===== config.mk =====
export PLATFORM = sky130hd
export DESIGN_NAME = mult_seq_param
export DESIGN_NICKNAME = d
export VERILOG_FILES = /design/src/rtl/mult_seq_param.sv
export SDC_FILE = /design/constraint.sdc
export NUM_CORES = 1
export LEC_CHECK = 0
export CAP_MARGIN = 0
export CORE_MARGIN = 2
export CORE_UTILIZATION = 61
export CTS_CLUSTER_SIZE = 28
export DETAILED_ROUTE_END_ITERATION = 7
export HOLD_SLACK_MARGIN = 0.06
export PLACE_DENSITY = 0.92
export SYNTH_ARGS = -nofsm -noshare
export SYNTH_HDL_FRONTEND = slang
export SYNTH_SLANG_ARGS = --single-unit

===== constraint.sdc =====
create_clock -name clk -period 11.26 [get_ports clk]
set_clock_uncertainty 0.15 [all_clocks]
set_input_delay 1.689 -clock clk [delete_from_list [all_inputs] [get_ports clk]]
set_output_delay 1.689 -clock clk [all_outputs]
set_load 0.1 [all_outputs]

===== src/rtl/mult_seq_param.sv =====
// Sequential digit-serial unsigned multiplier: WIDTH x WIDTH -> 2*WIDTH, one DIGIT x DIGIT pair per RUN cycle.
// Optional macro MULT_SEQ_ZERO_SKIP_EN skips digit pairs where either digit is zero.
module mult_seq_param #(
  parameter int WIDTH = 32,
  parameter int DIGIT = 16
) (
  input  logic                 clk,
  input  logic                 reset,
  input  logic                 start,
  input  logic [WIDTH-1:0]     a,
  input  logic [WIDTH-1:0]     b,
  output logic                 busy,
  output logic                 done,
  output logic [2*WIDTH-1:0]   product,
  output logic [1:0]           state_dbg
);

  localparam int NDIG = WIDTH / DIGIT;
  localparam int NP   = NDIG * NDIG;
  localparam int KW   = (NDIG > 1) ? $clog2(NDIG) : 1;

  typedef enum logic [1:0] {
    IDLE = 2'd0,
    LOAD = 2'd1,
    RUN  = 2'd2,
    DONE = 2'd3
  } state_t;

  state_t               r_state, w_next;
  logic [WIDTH-1:0]     r_a, r_b;
  logic [NP-1:0]        r_pending, w_mask, w_sel;
  logic [2*WIDTH-1:0]   r_product, w_pp;
  logic [KW-1:0]        w_i, w_j;
  logic [DIGIT-1:0]     w_da, w_db;
  logic [2*DIGIT-1:0]   w_dprod;

  // Pending pair mask built from the captured operands; bit k = (i=k/NDIG, j=k%NDIG).
  always_comb begin
    w_mask = '0;
    for (int i = 0; i < NDIG; i++) begin
      for (int j = 0; j < NDIG; j++) begin
`ifdef MULT_SEQ_ZERO_SKIP_EN
        w_mask[i*NDIG+j] = (r_a[i*DIGIT +: DIGIT] != '0) && (r_b[j*DIGIT +: DIGIT] != '0);
`else
        w_mask[i*NDIG+j] = 1'b1;
`endif
      end
    end
  end

  // Lowest set pending bit wins: scan from the top so the last hit is the lowest.
  always_comb begin
    w_i   = '0;
    w_j   = '0;
    w_sel = '0;
    for (int k = NP - 1; k >= 0; k--) begin
      if (r_pending[k]) begin
        w_i      = KW'(k / NDIG);
        w_j      = KW'(k % NDIG);
        w_sel    = '0;
        w_sel[k] = 1'b1;
      end
    end
  end

  assign w_da    = r_a[int'(w_i)*DIGIT +: DIGIT];
  assign w_db    = r_b[int'(w_j)*DIGIT +: DIGIT];
  assign w_dprod = {{DIGIT{1'b0}}, w_da} * {{DIGIT{1'b0}}, w_db};
  assign w_pp    = (2*WIDTH)'(w_dprod) << (DIGIT * (int'(w_i) + int'(w_j)));

  always_ff @(posedge clk) begin
    if (reset) begin
      r_state   <= IDLE;
      r_a       <= '0;
      r_b       <= '0;
      r_pending <= '0;
      r_product <= '0;
    end else begin
      r_state <= w_next;
      case (r_state)
        IDLE: begin
          if (start) begin
            r_a <= a;
            r_b <= b;
          end
        end
        LOAD: begin
          r_product <= '0;
          r_pending <= w_mask;
        end
        RUN: begin
          r_product <= r_product + w_pp;
          r_pending <= r_pending & ~w_sel;
        end
        default: ;
      endcase
    end
  end

  // Next-state and status outputs; LOAD looks at the mask it is about to register.
  always_comb begin
    w_next = r_state;
    busy   = 1'b0;
    done   = 1'b0;
    case (r_state)
      IDLE: if (start) w_next = LOAD;
      LOAD: begin
        busy   = 1'b1;
        w_next = (w_mask != '0) ? RUN : DONE;
      end
      RUN: begin
        busy = 1'b1;
        if ((r_pending & ~w_sel) == '0) w_next = DONE;
      end
      DONE: begin
        done   = 1'b1;
        w_next = IDLE;
      end
      default: w_next = IDLE;
    endcase
  end

  assign product   = r_product;
  assign state_dbg = r_state;

endmodule


==> impl_metrics.csv <==
group,metric,value,unit
routing,number_of_nets_still_failing_antenna_checks_after_routing,0,
clock_tree,cts_buffers,17,
clock_tree,tritoncts,"built",
global_route,grt_pass1_vias,16750,
worst_setup_path,ff2ff_path_depth,40,
layout,nFillCells,2121,
clock_tree,htreeDepth,4,
logic_synthesis,synth.yosys.warnings,0,
worst_setup_path,worst-setup-path-type,"reg -> reg",
die,die_height,172.8,um
sta,layout_min_cycle_time,10630,ps
placement,routability_congestion,0.9851,
layout,area_delta_synth_final,13.40,%
clock_tree,ctsResizeCount,0,
power,power.static_leakage,9.218,nW
logic_synthesis,post_synth.cell_area_avg,8.088,um2
sta,timing.fmax,94.03,MHz
power,vdd.ir_drop.worst,0.1444,mV
logic_synthesis,synth_edf_count,0,
worst_hold_path,min_path_type,"reg -> reg",
global_route,grt_start_max_net_pins,79,
logic_synthesis,post_synth_num_cell_types,70,
power,power_per_cell_area,175.3,nW/um2
layout,post_route_cells_drive_above_1_share,0.05422,
logic_synthesis,async_reset_ff_frac,0,
clock_tree,ctsLongestPathBuffers,2,
job,maxCapViolCount,0,
placement,port_buffers,134,
power,pwr-share-comb,0.656,
clock_tree,clk_root_buffer_cell,"sky130_fd_sc_hd__clkbuf_16",
global_route,globalRoute.totalOverflow,0,
logic_synthesis,post_synth_inst_count,2150,
sta,final-hold-violation-count,0,
worst_setup_path,critPathLaunchType,"register",
logic_synthesis,ys.flop_type,"sky130_fd_sc_hd__dfxtp_1",
logic_synthesis,syn-cell-area,17390,um2
worst_setup_path,critPathLaunch,"r_pending[2]",
worst_setup_path,critical_path.max_fanout,26,
outcome,outcome,"finished clean",
die,design.die.area,29870,um2
sta,postLayoutSetupSlackWorst,625.5,ps
routing,detail_route.iter0.violations,1329,
layout,fin_cells,2628,
clock_tree,post_cts_hold_buffer_count,0,
worst_setup_path,critPathSlowestCell,"sky130_fd_sc_hd__fa_1",
worst_setup_path,reg2reg_setup_slack,630,ps
worst_setup_path,critical_path.reg2reg.endpoint,"product[59]",
power,share_clk_of_total_power,0.171,
worst_setup_path,r2r_path_start,"r_pending[2]",
clock_tree,cts_num_sinks,134,
sta,setup_viol_count_final,0,
routing,average_routed_wire_per_standard_cell,20.96,um
sta,rsz0062_at_grt,"no",
routing,route.final.wire_length,55080,um
die,rows,61,
sta,tns,0,ps
layout,layout_commonest_cell,"sky130_fd_sc_hd__nand2_1",
layout,diodes,0,
logic_synthesis,net_count_synth,2584,
die,io-pin-count,135,
layout,nets,2671,
clock_tree,cts.reportedPaths.clkPinSlew,60,ps
worst_setup_path,critPathRequiredTime,11450,ps
routing,routed_via_density,6.215,
placement,dpl.hpwl,42920,um
routing,detailroute.via_count,16330,
global_route,aggregate_global_route_resource_usage,0.3722,
worst_setup_path,setup.worst_path.end_class,"register",
die,core_area,27930,um2
global_route,grt_antenna_before_repair,0,
power,netSwitchingFraction,0.5397,
routing,firstDrtPassIters,6,
routing,route.detailed.drc,0,
clock_tree,clock_latency,450,ps
logic_synthesis,total_of_flip_flops_plus_latches_after_synthesis,134,
worst_setup_path,crit_end,"product[59]",
power,total_switching_power,1.866,mW
placement,number_of_placed_instances_taps_included,2596,
die,floorplan.initialDensity,0.6225,
power,share_seq_of_total_power,0.173,
global_route,first_pass_grt_wire_length,88190,um
die,die_x,172.8,um
worst_setup_path,cp_data_arrival_time,10820,ps
layout,most-common-layout-cells,"335 x sky130_fd_sc_hd__nand2_1, 250 x sky130_fd_sc_hd__inv_1, 232 x sky130_fd_sc_hd__nor2_1",
power,internal_power,1.591,mW
placement,pre_cts_slack,633.7,ps
sta,drv_slew,0,
worst_setup_path,critical_path.max_stage_delay,550,ps
sta,final_min_period_over_clock_period,0.9444,
clock_tree,setup_fix_bufs_post_cts,0,
logic_synthesis,synth_sequential_area_ratio,0.1543,
sta,slew_hr,0.2263,
worst_hold_path,min_delay_path_depth,2,
sta,worst_slew_pin_slew,1157,ps
per-layer routing:
metal  track usage  routed length, um  vias to the layer above
met4        0.2186               3373                        0
met1        0.4550              20840                     7864
li1              -                  -                     7333
met5             0                  0                        -
met3       0.07234               4884                      237
met2        0.6137              25980                      898
per-stage QoR:
step / util / hold WS, ps / power (mW) / cell area [um2]
final: 0.7059 / 310.5 / 3.457 / 19720
after global routing: 0.7059 / 336.5 / 3.638 / 19720
after CTS: 0.7044 / 308.6 / 3.378 / 19680
after detailed placement: 0.6827 / 299.1 / 2.764 / 19070
after global placement: 0.6827 / 294.3 / 2.713 / 19070
after floorplan: - / 282.9 / 2.102 / 17390
power by group through the flow:
stage               clock network (mW)  registers [mW]  logic (mW)
global placement                     0           0.594        2.12
finish                           0.591           0.597        2.27
global route                     0.616           0.601        2.42
floorplan                            0           0.637        1.46
CTS                              0.593           0.592        2.19
detailed placement                   0           0.600        2.16
layout make-up:
type	instances	area, um2	share of cell area
well taps	378	473.0	0.02398
multi-input cells	1674	13480	0.6836
clock inverters	14	166.4	0.008439
inverters	253	949.7	0.04816
repair buffers	157	1528	0.07747
clock buffers	18	439.2	0.02227
flip-flops and latches	134	2683	0.1360
sequential cells by signal, summed over array words and instances (netlist names):
name / flops
r_pending: 4
r_b: 32
product: 64
r_a: 32
state_dbg: 2
how the worst min path moves through the flow:
stage	start	to	slack, ps
3_5_place_dp	r_b[4]	r_b[4]	300
3_3_place_gp	r_b[21]	r_b[21]	290
6_report	r_b[25]	r_b[25]	310
4_1_cts	r_b[25]	r_b[25]	310
2_1_floorplan	r_b[25]	r_b[25]	280
5_1_grt	r_b[9]	r_b[9]	340
synth_stat cells, types with 3 or more instances:
cell / n / area [um2]
sky130_fd_sc_hd__a22o_1: 33 / 289.0
sky130_fd_sc_hd__o21bai_1: 19 / 142.6
sky130_fd_sc_hd__nor2_1: 234 / 878.3
sky130_fd_sc_hd__nand3_1: 20 / 100.1
sky130_fd_sc_hd__a21oi_1: 172 / 860.8
sky130_fd_sc_hd__mux2i_1: 41 / 410.4
sky130_fd_sc_hd__o211ai_1: 4 / 30.03
sky130_fd_sc_hd__o21ai_1: 7 / 35.03
sky130_fd_sc_hd__a21boi_0: 3 / 22.52
sky130_fd_sc_hd__a211oi_1: 11 / 82.58
sky130_fd_sc_hd__fa_1: 195 / 3904
sky130_fd_sc_hd__mux2_2: 30 / 337.8
sky130_fd_sc_hd__or2_2: 7 / 43.79
sky130_fd_sc_hd__nand2b_1: 8 / 50.05
sky130_fd_sc_hd__a211o_1: 8 / 70.07
sky130_fd_sc_hd__and4_1: 4 / 35.03
sky130_fd_sc_hd__o31ai_1: 4 / 30.03
sky130_fd_sc_hd__and3_1: 8 / 50.05
sky130_fd_sc_hd__nand2_1: 336 / 1261
sky130_fd_sc_hd__or3_1: 5 / 31.28
sky130_fd_sc_hd__a41o_1: 3 / 30.03
sky130_fd_sc_hd__o21ai_0: 47 / 235.2
sky130_fd_sc_hd__clkbuf_1: 79 / 296.5
sky130_fd_sc_hd__nor2b_1: 7 / 43.79
sky130_fd_sc_hd__nand4_1: 19 / 118.9
sky130_fd_sc_hd__nor3_1: 16 / 80.08
sky130_fd_sc_hd__nor4_1: 3 / 18.77
sky130_fd_sc_hd__and2_1: 25 / 156.4
sky130_fd_sc_hd__a22oi_1: 31 / 232.7
sky130_fd_sc_hd__o31a_1: 4 / 35.03
sky130_fd_sc_hd__o21a_1: 9 / 67.56
sky130_fd_sc_hd__a31oi_1: 13 / 81.33
sky130_fd_sc_hd__xor2_1: 32 / 280.3
sky130_fd_sc_hd__buf_1: 8 / 30.03
sky130_fd_sc_hd__xnor2_1: 51 / 446.7
sky130_fd_sc_hd__o22ai_1: 14 / 87.58
sky130_fd_sc_hd__o2111ai_1: 3 / 26.28
sky130_fd_sc_hd__inv_1: 250 / 938.4
sky130_fd_sc_hd__ha_1: 172 / 2152
sky130_fd_sc_hd__a21o_1: 45 / 337.8
sky130_fd_sc_hd__dfxtp_1: 134 / 2683
worst max-delay path, delay by kind of cell (launching register included):
kind                       cells  cell delay [ps]
buffers and inverters          7              530
AOI/OAI and AO/OA             18             4020
xor gates and xnor gates       1              140
and+or+nand+nor                4              670
muxes                          2              830
DFF                            1              430
adders and majority gates      8             3710
kinds of logic (layout without fill, tap and decap cells):
kind of cell | Yosys count | count (layout) | share of synthesized area
flip-flops | 134 | 134 | 0.1543
AO/OA/AOI/OAI | 452 | 452 | 0.1692
XOR/XNOR | 83 | 83 | 0.04180
buffers and inverters | 342 | 442 | 0.07397
AND/OR/NAND/NOR | 700 | 700 | 0.1689
adder cells (fa/ha/maj) | 368 | 368 | 0.3488
multiplexers | 71 | 71 | 0.04303
Note: power is estimated with default switching activity, not from simulation.
